<file path="src/rtl/dic_alarm_ring_ctrl_if.sv">
// Signal bundle between the alarm ring controller and its surroundings:
// time/alarm digits, clock status, key strobes and the ring status outputs.
interface dic_alarm_ring_ctrl_if;
  logic       secStrobe;
  logic       dicRun;
  logic       alarm_activated;
  logic [3:0] t_Mtens;
  logic [3:0] t_Mones;
  logic [3:0] t_Stens;
  logic [3:0] t_Sones;
  logic [3:0] a_Mtens;
  logic [3:0] a_Mones;
  logic [3:0] a_Stens;
  logic [3:0] a_Sones;
  logic       det_dismiss;
  logic       det_snooze;
  logic       ring;
  logic       ring_blink;
  logic       snoozing;
  logic [1:0] snooze_cnt;
  logic [7:0] ring_char;

  modport master (
    output secStrobe, dicRun, alarm_activated,
    output t_Mtens, t_Mones, t_Stens, t_Sones,
    output a_Mtens, a_Mones, a_Stens, a_Sones,
    output det_dismiss, det_snooze,
    input  ring, ring_blink, snoozing, snooze_cnt, ring_char
  );

  modport slave (
    input  secStrobe, dicRun, alarm_activated,
    input  t_Mtens, t_Mones, t_Stens, t_Sones,
    input  a_Mtens, a_Mones, a_Stens, a_Sones,
    input  det_dismiss, det_snooze,
    output ring, ring_blink, snoozing, snooze_cnt, ring_char
  );
endinterface

</file>
<file path="src/rtl/dic_alarm_ring_ctrl.sv">
// Alarm ring sequencer for the digital clock: detects the rising edge of the
// time==alarm match, rings, and handles dismiss, snooze and auto-timeout.
//
//   state    | meaning
//   DISARMED | alarm not armed, outputs idle
//   ARMED    | waiting for a match edge while the clock runs
//   RINGING  | alarm sounding, ring_blink toggles per second
//   SNOOZE   | silent snooze interval, returns to RINGING on timeout
module dic_alarm_ring_ctrl #(
  parameter int RING_SECS   = 30,
  parameter int SNOOZE_SECS = 10,
  parameter int MAX_SNOOZE  = 3
) (
  input logic                  clk,
  input logic                  rst,
  dic_alarm_ring_ctrl_if.slave bus
);

  typedef enum logic [1:0] {
    DISARMED = 2'd0,
    ARMED    = 2'd1,
    RINGING  = 2'd2,
    SNOOZE   = 2'd3
  } state_t;

  localparam logic [7:0] RING_TC    = 8'(RING_SECS - 1);
  localparam logic [7:0] SNOOZE_TC  = 8'(SNOOZE_SECS - 1);
  localparam logic [1:0] SNOOZE_LIM = 2'(MAX_SNOOZE);

  localparam logic [7:0] CHAR_BANG  = 8'h21;
  localparam logic [7:0] CHAR_STAR  = 8'h2A;
  localparam logic [7:0] CHAR_Z     = 8'h7A;
  localparam logic [7:0] CHAR_SPACE = 8'h20;

  state_t     state;
  state_t     state_nxt;
  logic [7:0] sec_cnt;
  logic [1:0] snooze_cnt_q;
  logic [1:0] snooze_cnt_nxt;
  logic       match;
  logic       match_q;
  logic       trigger;
  logic       ring_q;
  logic       blink_q;
  logic       blink_nxt;
  logic       snoozing_q;
  logic [7:0] char_q;
  logic [7:0] char_nxt;

  assign match = ({bus.t_Mtens, bus.t_Mones, bus.t_Stens, bus.t_Sones} ==
                  {bus.a_Mtens, bus.a_Mones, bus.a_Stens, bus.a_Sones});

  // Only a fresh match while the clock runs starts an alarm, so a stopped
  // clock parked on the alarm time cannot retrigger.
  assign trigger = match & ~match_q & bus.dicRun;

  // Next-state and next-output decode; key priority is
  // disarm > dismiss > snooze > second timeout.
  always_comb begin
    state_nxt      = state;
    snooze_cnt_nxt = snooze_cnt_q;
    blink_nxt      = 1'b0;
    char_nxt       = CHAR_SPACE;
    case (state)
      DISARMED: begin
        if (bus.alarm_activated) state_nxt = ARMED;
      end
      ARMED: begin
        if (!bus.alarm_activated) begin
          state_nxt = DISARMED;
        end else if (trigger) begin
          state_nxt      = RINGING;
          snooze_cnt_nxt = 2'd0;
        end
      end
      RINGING: begin
        if (!bus.alarm_activated) begin
          state_nxt = DISARMED;
        end else if (bus.det_dismiss) begin
          state_nxt = ARMED;
        end else if (bus.det_snooze && (snooze_cnt_q < SNOOZE_LIM)) begin
          state_nxt      = SNOOZE;
          snooze_cnt_nxt = snooze_cnt_q + 2'd1;
        end else if (bus.secStrobe && (sec_cnt == RING_TC)) begin
          state_nxt = ARMED;
        end
      end
      SNOOZE: begin
        if (!bus.alarm_activated) begin
          state_nxt = DISARMED;
        end else if (bus.det_dismiss) begin
          state_nxt = ARMED;
        end else if (bus.secStrobe && (sec_cnt == SNOOZE_TC)) begin
          state_nxt = RINGING;
        end
      end
      default: state_nxt = DISARMED;
    endcase

    if (state_nxt == RINGING) begin
      if (state != RINGING)   blink_nxt = 1'b1;
      else if (bus.secStrobe) blink_nxt = ~blink_q;
      else                    blink_nxt = blink_q;
      char_nxt = blink_nxt ? CHAR_BANG : CHAR_STAR;
    end else if (state_nxt == SNOOZE) begin
      char_nxt = CHAR_Z;
    end
  end

  // State, seconds counter and match history; the counter restarts on
  // every state change so each state times from its own entry.
  always_ff @(posedge clk) begin
    if (rst) begin
      state        <= DISARMED;
      sec_cnt      <= 8'd0;
      match_q      <= 1'b0;
      snooze_cnt_q <= 2'd0;
    end else begin
      state        <= state_nxt;
      match_q      <= match;
      snooze_cnt_q <= snooze_cnt_nxt;
      if (state_nxt != state)  sec_cnt <= 8'd0;
      else if (bus.secStrobe)  sec_cnt <= sec_cnt + 8'd1;
    end
  end

  // Registered Moore outputs decoded from the next state.
  always_ff @(posedge clk) begin
    if (rst) begin
      ring_q     <= 1'b0;
      blink_q    <= 1'b0;
      snoozing_q <= 1'b0;
      char_q     <= CHAR_SPACE;
    end else begin
      ring_q     <= (state_nxt == RINGING);
      blink_q    <= blink_nxt;
      snoozing_q <= (state_nxt == SNOOZE);
      char_q     <= char_nxt;
    end
  end

  assign bus.ring       = ring_q;
  assign bus.ring_blink = blink_q;
  assign bus.snoozing   = snoozing_q;
  assign bus.snooze_cnt = snooze_cnt_q;
  assign bus.ring_char  = char_q;

endmodule

</file>
<file path="src/flat_wrapper.sv">
// flat-port wrapper written by rule: the top's interface ports become plain ports
module dic_alarm_ring_ctrl_flat 
#(
  parameter int RING_SECS   = 30,
  parameter int SNOOZE_SECS = 10,
  parameter int MAX_SNOOZE  = 3
)
  (clk, rst, bus_secStrobe, bus_dicRun, bus_alarm_activated, bus_t_Mtens, bus_t_Mones, bus_t_Stens, bus_t_Sones, bus_a_Mtens, bus_a_Mones, bus_a_Stens, bus_a_Sones, bus_det_dismiss, bus_det_snooze, bus_ring, bus_ring_blink, bus_snoozing, bus_snooze_cnt, bus_ring_char);
  dic_alarm_ring_ctrl_if bus_i ();
  input logic clk;
  input logic rst;
  input wire logic [$bits(bus_i.secStrobe)-1:0] bus_secStrobe;
  input wire logic [$bits(bus_i.dicRun)-1:0] bus_dicRun;
  input wire logic [$bits(bus_i.alarm_activated)-1:0] bus_alarm_activated;
  input wire logic [$bits(bus_i.t_Mtens)-1:0] bus_t_Mtens;
  input wire logic [$bits(bus_i.t_Mones)-1:0] bus_t_Mones;
  input wire logic [$bits(bus_i.t_Stens)-1:0] bus_t_Stens;
  input wire logic [$bits(bus_i.t_Sones)-1:0] bus_t_Sones;
  input wire logic [$bits(bus_i.a_Mtens)-1:0] bus_a_Mtens;
  input wire logic [$bits(bus_i.a_Mones)-1:0] bus_a_Mones;
  input wire logic [$bits(bus_i.a_Stens)-1:0] bus_a_Stens;
  input wire logic [$bits(bus_i.a_Sones)-1:0] bus_a_Sones;
  input wire logic [$bits(bus_i.det_dismiss)-1:0] bus_det_dismiss;
  input wire logic [$bits(bus_i.det_snooze)-1:0] bus_det_snooze;
  output wire logic [$bits(bus_i.ring)-1:0] bus_ring;
  output wire logic [$bits(bus_i.ring_blink)-1:0] bus_ring_blink;
  output wire logic [$bits(bus_i.snoozing)-1:0] bus_snoozing;
  output wire logic [$bits(bus_i.snooze_cnt)-1:0] bus_snooze_cnt;
  output wire logic [$bits(bus_i.ring_char)-1:0] bus_ring_char;
  assign bus_i.secStrobe = bus_secStrobe;
  assign bus_i.dicRun = bus_dicRun;
  assign bus_i.alarm_activated = bus_alarm_activated;
  assign bus_i.t_Mtens = bus_t_Mtens;
  assign bus_i.t_Mones = bus_t_Mones;
  assign bus_i.t_Stens = bus_t_Stens;
  assign bus_i.t_Sones = bus_t_Sones;
  assign bus_i.a_Mtens = bus_a_Mtens;
  assign bus_i.a_Mones = bus_a_Mones;
  assign bus_i.a_Stens = bus_a_Stens;
  assign bus_i.a_Sones = bus_a_Sones;
  assign bus_i.det_dismiss = bus_det_dismiss;
  assign bus_i.det_snooze = bus_det_snooze;
  assign bus_ring = bus_i.ring;
  assign bus_ring_blink = bus_i.ring_blink;
  assign bus_snoozing = bus_i.snoozing;
  assign bus_snooze_cnt = bus_i.snooze_cnt;
  assign bus_ring_char = bus_i.ring_char;
  dic_alarm_ring_ctrl #(.RING_SECS(RING_SECS), .SNOOZE_SECS(SNOOZE_SECS), .MAX_SNOOZE(MAX_SNOOZE)) u_core (.clk(clk), .rst(rst), .bus(bus_i));
endmodule
</file>
<file path="config.mk">
export PLATFORM = sky130hd
export DESIGN_NAME = dic_alarm_ring_ctrl_flat
export DESIGN_NICKNAME = d
export VERILOG_FILES = /design/src/rtl/dic_alarm_ring_ctrl_if.sv /design/src/rtl/dic_alarm_ring_ctrl.sv /design/src/flat_wrapper.sv
export SDC_FILE = /design/constraint.sdc
export NUM_CORES = 1
export LEC_CHECK = 0
export ABC_AREA = 1
export BUFFER_PORTS_ARGS = -buffer_cell sky130_fd_sc_hd__buf_2
export CORE_MARGIN = 2
export CORE_UTILIZATION = 44
export CTS_CLUSTER_DIAMETER = 30
export DETAILED_ROUTE_END_ITERATION = 10
export PLACE_DENSITY_LB_ADDON = 0.05
export SYNTH_ARGS = -nofsm -noshare
export SYNTH_HDL_FRONTEND = slang
export SYNTH_SLANG_ARGS = --single-unit
</file>
<file path="constraint.sdc">
create_clock -name clk -period 1.4 [get_ports clk]
set_clock_uncertainty 0.1 [all_clocks]
set_input_delay 0.07 -clock clk [delete_from_list [all_inputs] [get_ports clk]]
set_output_delay 0.07 -clock clk [all_outputs]
set_load 0.05 [all_outputs]
</file>
Word level (Yosys, flattened, before mapping)
Index checks and enable logic that the tools add are counted.
- input bits: 39
- logic and storage cells: 62
- register bits after elaboration: 24
- add/subtract/negate cells: 2
- equal/unequal tests: 15
- order comparisons: 1
- reduce and logical (&&, ||, !) cells: 8
- muxes and demuxes: 23
- bitwise logic cells: 5
- operators with widths (cell ; count):
    2-bit two-way mux ; 15
    16-bit equality test ; 1
    8-bit by 1-bit adder with 8-bit output (second input constant) ; 1
    2-bit equality test (second input constant) ; 4
    8-bit by 4-bit equality test with 1-bit output (second input constant) ; 1
    8-bit by 5-bit equality test with 1-bit output (second input constant) ; 1
    8-bit two-way mux ; 1
    2-bit != test (second input constant) ; 4
    2-bit one-hot mux with 4 select lines ; 1
    7-bit two-way mux ; 1
    6-bit AND reduction ; 1
    4-bit two-way mux ; 1
    2-bit by 1-bit != test with 1-bit output (second input constant) ; 2
    2-bit one-hot mux with 2 select lines ; 1
    2-bit OR reduction ; 2
    1-bit logical AND ; 3
    1-bit two-way mux ; 3
    1-bit NOT ; 3
    2-bit by 1-bit adder with 2-bit output (second input constant) ; 1
    1-bit bitwise AND ; 2
    2-bit by 1-bit equality test with 1-bit output (second input constant) ; 1
    2-bit zero test ; 1
    2-bit < comparator (second input constant) ; 1
    2-bit != test ; 1
    2-bit nonzero test ; 1

Logic depth before layout (Yosys ltp)
Gate-level depths: netlist of run 1.
- depth after elaboration: 11
- mapped depth: 15
- gate-level depth less buffers: 15

Worst setup path after synthesis of run 1
OpenSTA, ideal clock, no wires.
- kind: register -> register
- start: register u_core.snooze_cnt_q[0], in the netlist u_core.bus.snooze_cnt[0]
- end: register u_core.char_q[1], in the netlist u_core.bus.ring_char[1]
- period minus slack after synthesis: 1.868 ns
- stages on the path, launching flop included: 13
- path slack: -0.468 ns
- arrival: 1.659 ns
- path buffers: 0
- cells stage by stage: dfxtp_1 -> ha_1 -> inv_1 -> a21oi_1 -> nand2_1 -> nand2_1 -> nand2_1 -> nand2_1 -> nand3_2 -> inv_1 -> o21ai_1 -> nand2_1 -> inv_1
- cells in the longest elaborated chain, start to end: 9
- RTL lines (element ; line ; text):
    start, declared ; dic_alarm_ring_ctrl.sv:38 ; logic [1:0] snooze_cnt_q;
    start signal, assigned ; dic_alarm_ring_ctrl.sv:121 ; snooze_cnt_q <= snooze_cnt_nxt;
    2-bit < comparator (*) ; dic_alarm_ring_ctrl.sv:81 ; end else if (bus.det_snooze && (snooze_cnt_q < SNOOZE_LIM)) begin
    1-bit logical AND (*) ; dic_alarm_ring_ctrl.sv:81 ;
    2-bit two-way mux (*) ; dic_alarm_ring_ctrl.sv:81 ;
    2-bit two-way mux (*) ; dic_alarm_ring_ctrl.sv:79 ; end else if (bus.det_dismiss) begin
    2-bit two-way mux (*) ; dic_alarm_ring_ctrl.sv:77 ; if (!bus.alarm_activated) begin
    2-bit one-hot mux with 4 select lines (*) ; dic_alarm_ring_ctrl.sv:64 ; case (state)
    2-bit equality test ; dic_alarm_ring_ctrl.sv:105 ; end else if (state_nxt == SNOOZE) begin
    7-bit two-way mux ; dic_alarm_ring_ctrl.sv:105 ;
    8-bit two-way mux (*) ; dic_alarm_ring_ctrl.sv:100 ; if (state_nxt == RINGING) begin
    end signal, assigned ; dic_alarm_ring_ctrl.sv:138 ; char_q <= char_nxt;
    end, declared ; dic_alarm_ring_ctrl.sv:47 ; logic [7:0] char_q;
Mark *: on every way between the ends. The rest lies on a longest branch, timed or not.
A chain may end at the register's enable or synchronous reset.

Worst setup path after layout of run 1
- start: register u_core.sec_cnt[1]
- end: register u_core.state[0]
- cells in the longest elaborated chain, start to end: 7
- RTL lines (element ; line ; text):
    start, declared ; dic_alarm_ring_ctrl.sv:37 ; logic [7:0] sec_cnt;
    start signal, assigned ; dic_alarm_ring_ctrl.sv:123 ; else if (bus.secStrobe) sec_cnt <= sec_cnt + 8'd1;
    8-bit by 5-bit equality test with 1-bit output ; dic_alarm_ring_ctrl.sv:84 ; end else if (bus.secStrobe && (sec_cnt == RING_TC)) begin
    1-bit logical AND ; dic_alarm_ring_ctrl.sv:84 ;
    2-bit two-way mux ; dic_alarm_ring_ctrl.sv:84 ;
    2-bit two-way mux ; dic_alarm_ring_ctrl.sv:81 ;
    2-bit two-way mux ; dic_alarm_ring_ctrl.sv:79 ;
    2-bit two-way mux ; dic_alarm_ring_ctrl.sv:77 ;
    2-bit one-hot mux with 4 select lines (*) ; dic_alarm_ring_ctrl.sv:64 ;
    end signal, assigned ; dic_alarm_ring_ctrl.sv:119 ; state <= state_nxt;
    end, declared ; dic_alarm_ring_ctrl.sv:35 ; state_t state;
Marks and branches as above.

==> results of run 1 <==
[cell usage in the layout, fill, tap and decap left out, types with 2 or more instances in the layout]
cell type,instances
sky130_fd_sc_hd__nor2_4,2
sky130_fd_sc_hd__inv_4,2
sky130_fd_sc_hd__nand3_1,6
sky130_fd_sc_hd__ha_4,2
sky130_fd_sc_hd__clkbuf_4,3
sky130_fd_sc_hd__nand3_2,2
sky130_fd_sc_hd__dfxtp_2,3
sky130_fd_sc_hd__buf_6,2
sky130_fd_sc_hd__dfxtp_1,12
sky130_fd_sc_hd__xor2_1,8
sky130_fd_sc_hd__buf_2,48
sky130_fd_sc_hd__nand3_4,2
sky130_fd_sc_hd__nand2_2,7
sky130_fd_sc_hd__conb_1,3
sky130_fd_sc_hd__nand4_1,2
sky130_fd_sc_hd__nand2_1,61
sky130_fd_sc_hd__inv_1,37
sky130_fd_sc_hd__nor2_1,45
sky130_fd_sc_hd__nor2_2,5
sky130_fd_sc_hd__dfxtp_4,3
sky130_fd_sc_hd__buf_4,22
sky130_fd_sc_hd__inv_2,4
[worst max-delay path, delay by kind of cell (launching register included)]
kind	cells	cell delay, ns
DFF	1	0.33
and+or+nand+nor	10	0.63
buffers and inverters	4	0.34
adders and majority gates	1	0.11
[logic make-up (layout without fill, tap and decap cells)]
kind of cell | Yosys count | after routing
AO/OA/AOI/OAI | 7 | 7
XOR/XNOR | 9 | 9
adder cells (fa/ha/maj) | 3 | 3
buffers and inverters | 51 | 120
flip-flops | 18 | 18
other | 2 | 3
AND/OR/NAND/NOR | 136 | 136
[per-layer routing]
| metal | vias up | global-route usage |
|---|---|---|
| met5 | - | 0 |
| met4 | 0 | 0.0942 |
| met3 | 4 | 0.0220 |
| met2 | 41 | 0.287 |
| met1 | 586 | 0.190 |
| li1 | 793 | - |
[timing repair]
action	in CTS	in global routing
hold endpoints to repair	4	0
setup endpoints to repair	17	17
gates resized for setup	12	18
hold buffers	1	0
setup buffers	2	3
pin swaps	6	8
[final timing paths]
kind / startpoint / cells past startpoint / slack, ns / to
worst max-delay path: u_core.sec_cnt[1]$_SDFFE_PP0P_ / 15 / -0.20 / u_core.state[0]$_SDFF_PP0_
worst min-delay path: bus_secStrobe / 5 / 0.12 / u_core.sec_cnt[1]$_SDFFE_PP0P_
worst max register to register: u_core.sec_cnt[1]$_SDFFE_PP0P_ / 15 / -0.20 / u_core.state[0]$_SDFF_PP0_
worst min register to register: u_core.sec_cnt[7]$_SDFFE_PP0P_ / 3 / 0.51 / u_core.sec_cnt[7]$_SDFFE_PP0P_
[flip-flops by register name, indices dropped and copies added, names as in the netlist]
signal                 cells
u_core.bus.ring_char       2
u_core.bus.snooze_cnt      2
u_core.bus.snoozing        1
u_core.state               2
u_core.match_q             1
u_core.bus.ring_blink      1
u_core.bus.ring            1
u_core.sec_cnt             8
[stage by stage]
step	setup TNS, ns	worst slack, ns	util
2_1_floorplan	-1.19	-0.132	-
3_3_place_gp	-1.39	-0.131	0.615
3_5_place_dp	-1.85	-0.187	0.615
4_1_cts	-1.74	-0.178	0.645
5_1_grt	-3.67	-0.311	0.670
6_report	-2.06	-0.201	0.670
[power by group]
group | internal, mW | total [mW] | switching [mW]
sequential | 0.521 | 0.533 | 0.0121
combinational | 0.145 | 0.319 | 0.174
clock | 0.111 | 0.263 | 0.152
[layout make-up]
cell class                      count  area, µm²
Sequential cell                    18        375
Inverter                           43        166
Fill cell                         276        925
Timing Repair Buffer               73        438
Tap cell                           31       38.8
Multi-Input combinational cell    158        836
Clock buffer                        4       26.3
==> impl_results.html, run 1 <==
<table>
<tr><th>Metric</th><th>Value</th></tr>
<tr><th colspan="2">Power</th></tr>
<tr><td>Static leakage</td><td>1.07 nW</td></tr>
<tr><td>Worst VDD drop</td><td>295 µV</td></tr>
<tr><td>Power density cells</td><td>593 nW/µm²</td></tr>
<tr><td>Sum of internal, switching and leakage power</td><td>1.11 mW</td></tr>
<tr><th colspan="2">Timing</th></tr>
<tr><td>Final setup fails</td><td>14</td></tr>
<tr><td>Number of max-slew violations in the final report</td><td>0</td></tr>
<tr><td>Unrepaired setup endpoints after global routing</td><td>true</td></tr>
<tr><td>Final worst path period need</td><td>1.60 ns</td></tr>
<tr><td>Period utilization</td><td>1.14</td></tr>
<tr><td>Fin. Hold Viols</td><td>0</td></tr>
<tr><td>Hold Slack</td><td>0.116 ns</td></tr>
<tr><td>Timing-limited maximum frequency</td><td>625 MHz</td></tr>
<tr><td>Worst Setup Slack, final</td><td>-0.201 ns</td></tr>
<tr><th colspan="2">Yosys</th></tr>
<tr><td>Sequential fraction of the synthesis area</td><td>0.273</td></tr>
<tr><td>Share of the synthesized area in compound gates (AO/OA/AOI/OAI)</td><td>0.0303</td></tr>
<tr><td>Number of library cell types mapped by synthesis</td><td>26</td></tr>
<tr><td>Cell Area, Synth</td><td>1320 µm²</td></tr>
<tr><td>Parity-gate share of the synthesized area counting xor and xnor cells</td><td>0.0597</td></tr>
<tr><td>Commonest register cell after synthesis</td><td>sky130_fd_sc_hd__dfxtp_1</td></tr>
<tr><td>Main combinational cell family by area after synthesis</td><td>simple AND/OR/NAND/NOR gates</td></tr>
<tr><td>Fraction of synthesis flops using an asynchronous set or reset pin</td><td>0</td></tr>
<tr><td>Number of flops mapped to enable cells by yosys</td><td>0</td></tr>
<tr><td>Mean instance size in the synthesized netlist</td><td>5.85 µm²</td></tr>
<tr><td>Post-Synthesis Cells</td><td>226</td></tr>
<tr><td>Cells taking the most area after synthesis</td><td>sky130_fd_sc_hd__dfxtp_1, sky130_fd_sc_hd__nand2_1, sky130_fd_sc_hd__nor2_1</td></tr>
<tr><td>Adder-cell area share of the yosys netlist</td><td>0.0284</td></tr>
<tr><td>Synthesized-area fraction occupied by and/or/nand/nor cells</td><td>0.438</td></tr>
<tr><td>Ys Warns</td><td>0</td></tr>
<tr><td>Synth top cells by count</td><td>sky130_fd_sc_hd__nand2_1, sky130_fd_sc_hd__nor2_1, sky130_fd_sc_hd__inv_1</td></tr>
<tr><td>Most frequent cell after synthesis</td><td>sky130_fd_sc_hd__nand2_1</td></tr>
<tr><td>Post-synth top area cell</td><td>sky130_fd_sc_hd__dfxtp_1</td></tr>
<tr><td>Mux cell area share after synthesis</td><td>0</td></tr>
<tr><td>Top-area cell type share of the netlist area</td><td>0.273</td></tr>
<tr><td>Flip-flop and latch count after synthesis</td><td>18</td></tr>
<tr><th colspan="2">Detailed routing</th></tr>
<tr><td>Total wirelength of the detailed-routed design</td><td>2750 µm</td></tr>
<tr><td>Top sig layer</td><td>met4</td></tr>
<tr><td>Met1 routed wirelength after detailed routing</td><td>1230 µm</td></tr>
<tr><td>Total met3 wirelength after detailed routing</td><td>134 µm</td></tr>
<tr><td>Number of nets with antenna violations after detailed routing</td><td>0</td></tr>
<tr><td>Routed wire per std cell</td><td>8.41 µm</td></tr>
<tr><td>Drt first pass iters</td><td>7</td></tr>
<tr><td>Count of unresolved DRC violations after routing</td><td>3</td></tr>
<tr><td>Average via count per standard cell</td><td>4.35</td></tr>
<tr><td>Starting DRC count in detailed routing</td><td>23</td></tr>
<tr><td>Vias</td><td>1424</td></tr>
<tr><td>Detailed-routed wire length on met2</td><td>1330 µm</td></tr>
<tr><th colspan="2">Floorplan</th></tr>
<tr><td>Overall die width</td><td>58.8 µm</td></tr>
<tr><td>Number of top-level design ports</td><td>52</td></tr>
<tr><td>Die area</td><td>3460 µm²</td></tr>
<tr><td>Row count</td><td>19</td></tr>
<tr><td>Core Area</td><td>2810 µm²</td></tr>
<tr><td>Effective utilization at floorplan</td><td>0.471</td></tr>
<tr><td>DIE HEIGHT</td><td>58.8 µm</td></tr>
<tr><th colspan="2">Clock network</th></tr>
<tr><td>Buffer type at the clock tree root</td><td>sky130_fd_sc_hd__clkbuf_4</td></tr>
<tr><td>Num CTS Buffers</td><td>3</td></tr>
<tr><td>Bufs on Longest Clock Path</td><td>2</td></tr>
<tr><td>H-Tree Level Count</td><td>1</td></tr>
<tr><td>Clock Sink Count</td><td>18</td></tr>
<tr><td>TritonCTS clock tree</td><td>yes</td></tr>
<tr><td>Latest clock arrival within the worst-skew pair</td><td>0.29 ns</td></tr>
<tr><td>CTS clk-pin slew, worst paths</td><td>0.09 ns</td></tr>
<tr><th colspan="2">Setup path</th></tr>
<tr><td>Arrival @ worst endpoint</td><td>1.70 ns</td></tr>
<tr><td>Peak fanout along the critical path</td><td>4</td></tr>
<tr><td>Critical path's slowest cell</td><td>sky130_fd_sc_hd__dfxtp_2</td></tr>
<tr><td>Worst Setup Path Type</td><td>reg2reg</td></tr>
<tr><td>Kind of launch point of the worst setup path</td><td>flop</td></tr>
<tr><td>Critical Path, Cell by Cell</td><td>inv_2, ha_4, nand2_2, nor2_1, nand2_1, nand2_1, nand2_1, nand2_1, nand2_1, nand2_2, nand3_4, buf_4, buf_6, nand2_2, inv_1</td></tr>
<tr><td>Worst path most repeated cell</td><td>sky130_fd_sc_hd__nand2_1</td></tr>
<tr><td>Highest cell delay on the worst timing path</td><td>0.33 ns</td></tr>
<tr><td>Critical Path RT</td><td>1.49 ns</td></tr>
<tr><td>Worst Setup End Kind</td><td>flop</td></tr>
<tr><th colspan="2">Layout</th></tr>
<tr><td>Area added between synthesis and finish</td><td>42.3%</td></tr>
<tr><td>Layout cells sized above 1</td><td>0.378</td></tr>
<tr><td>Final instance area</td><td>1880 µm²</td></tr>
<tr><td>Antenna diode count</td><td>0</td></tr>
<tr><td>Cell Count, Final, Fillers Out</td><td>327</td></tr>
<tr><td>Final layout net count</td><td>339</td></tr>
<tr><th colspan="2">Outcome</th></tr>
<tr><td>Run status</td><td>finished with violations</td></tr>
<tr><td>Failing checks</td><td>design-rule violations, negative setup slack</td></tr>
<tr><th colspan="2">Global route</th></tr>
<tr><td>Tot GR Track Use</td><td>0.164</td></tr>
<tr><td>Number of antenna violations at the first check in global routing</td><td>0</td></tr>
<tr><td>Overflow after GRT</td><td>0</td></tr>
<tr><td>Largest net degree at the start of global routing</td><td>11</td></tr>
<tr><td>First-pass GRT wire length</td><td>4440 µm</td></tr>
<tr><td>Vias in the first global route</td><td>1206</td></tr>
<tr><th colspan="2">Hold path</th></tr>
<tr><td>Kind of path behind the tightest hold check</td><td>in2reg</td></tr>
<tr><th colspan="2">Flow run</th></tr>
<tr><td>Max-cap violation count</td><td>0</td></tr>
<tr><th colspan="2">Place</th></tr>
<tr><td>Port Buffer Count</td><td>48</td></tr>
<tr><td>Cell area reported after detailed placement</td><td>1720 µm²</td></tr>
<tr><td>Total placed cells including tap cells</td><td>318</td></tr>
<tr><td>DP HPWL</td><td>2150 µm</td></tr>
<tr><td>RD Place Congestion</td><td>0.839</td></tr>
</table>
Note: power is estimated with default switching activity, not from simulation.
==> run 2, diff against run 1 <==
--- a/config.mk
+++ b/config.mk
@@ -7,8 +7,9 @@
 export LEC_CHECK = 0
 export ABC_AREA = 1
 export BUFFER_PORTS_ARGS = -buffer_cell sky130_fd_sc_hd__buf_2
+export CORE_ASPECT_RATIO = 0.8
 export CORE_MARGIN = 2
-export CORE_UTILIZATION = 44
+export CORE_UTILIZATION = 52
 export CTS_CLUSTER_DIAMETER = 30
 export DETAILED_ROUTE_END_ITERATION = 10
 export PLACE_DENSITY_LB_ADDON = 0.05
==> constraint.sdc (replaced) <==
create_clock -name clk -period 2.03 [get_ports clk]
set_clock_uncertainty 0.1 [all_clocks]
set_input_delay 0.1015 -clock clk [delete_from_list [all_inputs] [get_ports clk]]
set_output_delay 0.1015 -clock clk [all_outputs]
set_load 0.05 [all_outputs]
==> impl_results.html, run 2 (synthesis results as in run 1) <==
<table>
<tr><th>Metric</th><th>Value</th></tr>
<tr><th colspan="2">Outcome</th></tr>
<tr><td>Run status</td><td>completed</td></tr>
<tr><th colspan="2">Setup path</th></tr>
<tr><td>Worst path most repeated cell</td><td>sky130_fd_sc_hd__nand2_1</td></tr>
<tr><td>R2r worst-path depth</td><td>13</td></tr>
<tr><td>Startpoint of the lowest-slack register-to-register path</td><td>u_core.sec_cnt[0]$_SDFFE_PP0P_</td></tr>
<tr><td>Highest cell delay on the worst timing path</td><td>0.41 ns</td></tr>
<tr><td>Worst Setup End Kind</td><td>flop</td></tr>
<tr><td>Kind of launch point of the worst setup path</td><td>flop</td></tr>
<tr><td>Worst Setup Path Type</td><td>reg2reg</td></tr>
<tr><td>Peak fanout along the critical path</td><td>8</td></tr>
<tr><td>Critical Path RT</td><td>2.17 ns</td></tr>
<tr><td>Endpoint of the worst-slack reg-to-reg timing path</td><td>u_core.sec_cnt[1]$_SDFFE_PP0P_</td></tr>
<tr><td>Arrival @ worst endpoint</td><td>1.79 ns</td></tr>
<tr><td>Critical Path, Cell by Cell</td><td>ha_1, nand2_1, nor2_1, nand2_1, nand2_1, nand2_1, nand2_1, nand2_1, nand2_1, nand3_2, nand2_2, nand3_4, nor2_1</td></tr>
<tr><td>R2R Setup Slk</td><td>0.38 ns</td></tr>
<tr><td>Critical path's slowest cell</td><td>sky130_fd_sc_hd__dfxtp_1</td></tr>
<tr><th colspan="2">Power</th></tr>
<tr><td>Combinational share of power</td><td>0.221</td></tr>
<tr><td>Switching portion of total power</td><td>0.292</td></tr>
<tr><td>Power density cells</td><td>476 nW/µm²</td></tr>
<tr><td>Share of total power in sequential cells</td><td>0.484</td></tr>
<tr><td>P_sw</td><td>222 µW</td></tr>
<tr><td>Design internal power</td><td>538 µW</td></tr>
<tr><td>Worst VDD drop</td><td>402 µV</td></tr>
<tr><td>Clock power frac</td><td>0.295</td></tr>
<tr><td>Static leakage</td><td>0.945 nW</td></tr>
<tr><th colspan="2">Place</th></tr>
<tr><td>Port Buffer Count</td><td>48</td></tr>
<tr><td>Cell area reported after detailed placement</td><td>1550 µm²</td></tr>
<tr><td>Total placed cells including tap cells</td><td>303</td></tr>
<tr><td>DP HPWL</td><td>1960 µm</td></tr>
<tr><td>RD Place Congestion</td><td>0.826</td></tr>
<tr><th colspan="2">Hold path</th></tr>
<tr><td>Kind of path behind the tightest hold check</td><td>in2reg</td></tr>
<tr><td>Worst Hold Depth</td><td>4</td></tr>
<tr><td>Hold worst-path end</td><td>u_core.sec_cnt[1]$_SDFFE_PP0P_</td></tr>
<tr><td>Beginning of the worst hold path</td><td>bus_secStrobe</td></tr>
<tr><th colspan="2">Floorplan</th></tr>
<tr><td>Row count</td><td>16</td></tr>
<tr><td>Effective utilization at floorplan</td><td>0.545</td></tr>
<tr><td>Overall die width</td><td>60.4 µm</td></tr>
<tr><td>Number of top-level design ports</td><td>52</td></tr>
<tr><td>DIE HEIGHT</td><td>49.1 µm</td></tr>
<tr><td>Core Area</td><td>2420 µm²</td></tr>
<tr><td>Die area</td><td>2960 µm²</td></tr>
<tr><th colspan="2">Clock network</th></tr>
<tr><td># hold bufs at CTS</td><td>1</td></tr>
<tr><td>Num CTS Buffers</td><td>3</td></tr>
<tr><td>TritonCTS clock tree</td><td>yes</td></tr>
<tr><td>CTS clk-pin slew, worst paths</td><td>0.10 ns</td></tr>
<tr><td>Clock Sink Count</td><td>18</td></tr>
<tr><td>Buffer type at the clock tree root</td><td>sky130_fd_sc_hd__clkbuf_4</td></tr>
<tr><td>Bufs on Longest Clock Path</td><td>2</td></tr>
<tr><td>H-Tree Level Count</td><td>1</td></tr>
<tr><td>Latest clock arrival within the worst-skew pair</td><td>0.30 ns</td></tr>
<tr><td>Number of post-CTS setup repair buffers</td><td>0</td></tr>
<tr><td>Count of instances resized after the clock tree is built</td><td>0</td></tr>
<tr><th colspan="2">Layout</th></tr>
<tr><td>Top register by number of flip-flops</td><td>u_core.sec_cnt</td></tr>
<tr><td>Most common cell after layout, fill and taps aside</td><td>sky130_fd_sc_hd__nand2_1</td></tr>
<tr><td>Area of combinational cells with multiple inputs</td><td>746 µm²</td></tr>
<tr><td>Utilization of the core after routing</td><td>0.660</td></tr>
<tr><td>Antenna diode count</td><td>0</td></tr>
<tr><td>Commonest non-fill, non-tap cells in the layout</td><td>sky130_fd_sc_hd__nand2_1, sky130_fd_sc_hd__nor2_1, sky130_fd_sc_hd__buf_2</td></tr>
<tr><td>Layout cells sized above 1</td><td>0.232</td></tr>
<tr><td>Storage cell area</td><td>360 µm²</td></tr>
<tr><td>Cell Count, Final, Fillers Out</td><td>308</td></tr>
<tr><td>Final instance area</td><td>1600 µm²</td></tr>
<tr><td>Area added between synthesis and finish</td><td>21.0%</td></tr>
<tr><td>Filler instances</td><td>251</td></tr>
<tr><td>Final layout net count</td><td>315</td></tr>
<tr><td>Flip-flop count of the largest register after layout</td><td>8</td></tr>
<tr><th colspan="2">Flow run</th></tr>
<tr><td>Max-cap violation count</td><td>0</td></tr>
<tr><th colspan="2">Global route</th></tr>
<tr><td>Number of antenna violations at the first check in global routing</td><td>0</td></tr>
<tr><td>Tot GR Track Use</td><td>0.178</td></tr>
<tr><td>First-pass GRT wire length</td><td>4120 µm</td></tr>
<tr><td>Vias in the first global route</td><td>1120</td></tr>
<tr><td>Overflow after GRT</td><td>0</td></tr>
<tr><td>Largest net degree at the start of global routing</td><td>11</td></tr>
<tr><th colspan="2">Timing</th></tr>
<tr><td>Fin. Hold Viols</td><td>0</td></tr>
<tr><td>Period utilization</td><td>0.812</td></tr>
<tr><td>Number of max-slew violations in the final report</td><td>0</td></tr>
<tr><td>Timing-limited maximum frequency</td><td>606 MHz</td></tr>
<tr><td>Final setup fails</td><td>0</td></tr>
<tr><td>Hold Slack</td><td>0.0761 ns</td></tr>
<tr><td>Final worst path period need</td><td>1.65 ns</td></tr>
<tr><td>Unrepaired setup endpoints after global routing</td><td>false</td></tr>
<tr><td>Total Neg Setup Slack</td><td>0 ns</td></tr>
<tr><th colspan="2">Detailed routing</th></tr>
<tr><td>Routed wire per std cell</td><td>7.61 µm</td></tr>
<tr><td>Total wirelength of the detailed-routed design</td><td>2340 µm</td></tr>
<tr><td>Count of unresolved DRC violations after routing</td><td>0</td></tr>
<tr><td>Vias</td><td>1329</td></tr>
<tr><td>Starting DRC count in detailed routing</td><td>31</td></tr>
<tr><td>Average via count per standard cell</td><td>4.31</td></tr>
<tr><td>Number of nets with antenna violations after detailed routing</td><td>0</td></tr>
<tr><td>Drt first pass iters</td><td>4</td></tr>
</table>
[run 2: cell types whose count changed in the layout (fill, tap and decap cells not counted), moves of 3 or more]
cell	delta
sky130_fd_sc_hd__inv_1	+5
sky130_fd_sc_hd__nand2_2	-5
sky130_fd_sc_hd__dfxtp_2	-3
sky130_fd_sc_hd__dfxtp_4	-3
sky130_fd_sc_hd__inv_2	-3
sky130_fd_sc_hd__dfxtp_1	+6
sky130_fd_sc_hd__nor2_1	+3
sky130_fd_sc_hd__nand2_1	+6
sky130_fd_sc_hd__buf_4	-22
[run 2: how the worst max path moves through the flow]
stage / start / endpoint / cells after the start
after global routing: u_core.sec_cnt[1]$_SDFFE_PP0P_ / u_core.sec_cnt[2]$_SDFFE_PP0P_ / 13
after detailed placement: u_core.sec_cnt[0]$_SDFFE_PP0P_ / u_core.sec_cnt[7]$_SDFFE_PP0P_ / 13
after CTS: u_core.sec_cnt[0]$_SDFFE_PP0P_ / u_core.sec_cnt[1]$_SDFFE_PP0P_ / 13
final: u_core.sec_cnt[0]$_SDFFE_PP0P_ / u_core.sec_cnt[1]$_SDFFE_PP0P_ / 13
after global placement: u_core.bus.snooze_cnt[0]$_SDFFE_PP0P_ / u_core.sec_cnt[1]$_SDFFE_PP0P_ / 10
after floorplan: u_core.bus.snooze_cnt[0]$_SDFFE_PP0P_ / u_core.bus.ring_char[1]$_SDFF_PP0_ / 12
[run 2: per-stage QoR]
stage          setup WS [ns]  power, mW
2_1_floorplan          0.162      0.490
3_3_place_gp           0.421      0.543
3_5_place_dp           0.399      0.544
4_1_cts                0.379      0.768
5_1_grt                0.175      0.812
6_report               0.381      0.761
[run 2: worst max-delay path, delay by kind of cell (launching register included)]
kind | cells | cell delay [ns]
adders and majority gates | 1 | 0.16
and+or+nand+nor | 12 | 0.92
DFF | 1 | 0.41
[run 2: routing by layer]
layer,global-route usage,part of all wire
met1,0.232,0.51
met5,0,0
met3,0.0477,0.061
met2,0.288,0.41
met4,0.0444,0.017
[run 2: power by group through the flow]
stage | combinational, mW | sequential (mW) | clock, mW
finish | 0.168 | 0.368 | 0.224
global route | 0.194 | 0.369 | 0.249
CTS | 0.170 | 0.368 | 0.230
detailed placement | 0.168 | 0.376 | 0
global placement | 0.167 | 0.376 | 0
floorplan | 0.108 | 0.381 | 0
[run 2: final cells by class]
cell class                      count  share of cell area
Multi-Input combinational cell    158               0.466
Sequential cell                    18               0.225
Timing Repair Buffer               49               0.156
Inverter                           43               0.101
Tap cell                           36              0.0282
Clock buffer                        4              0.0227
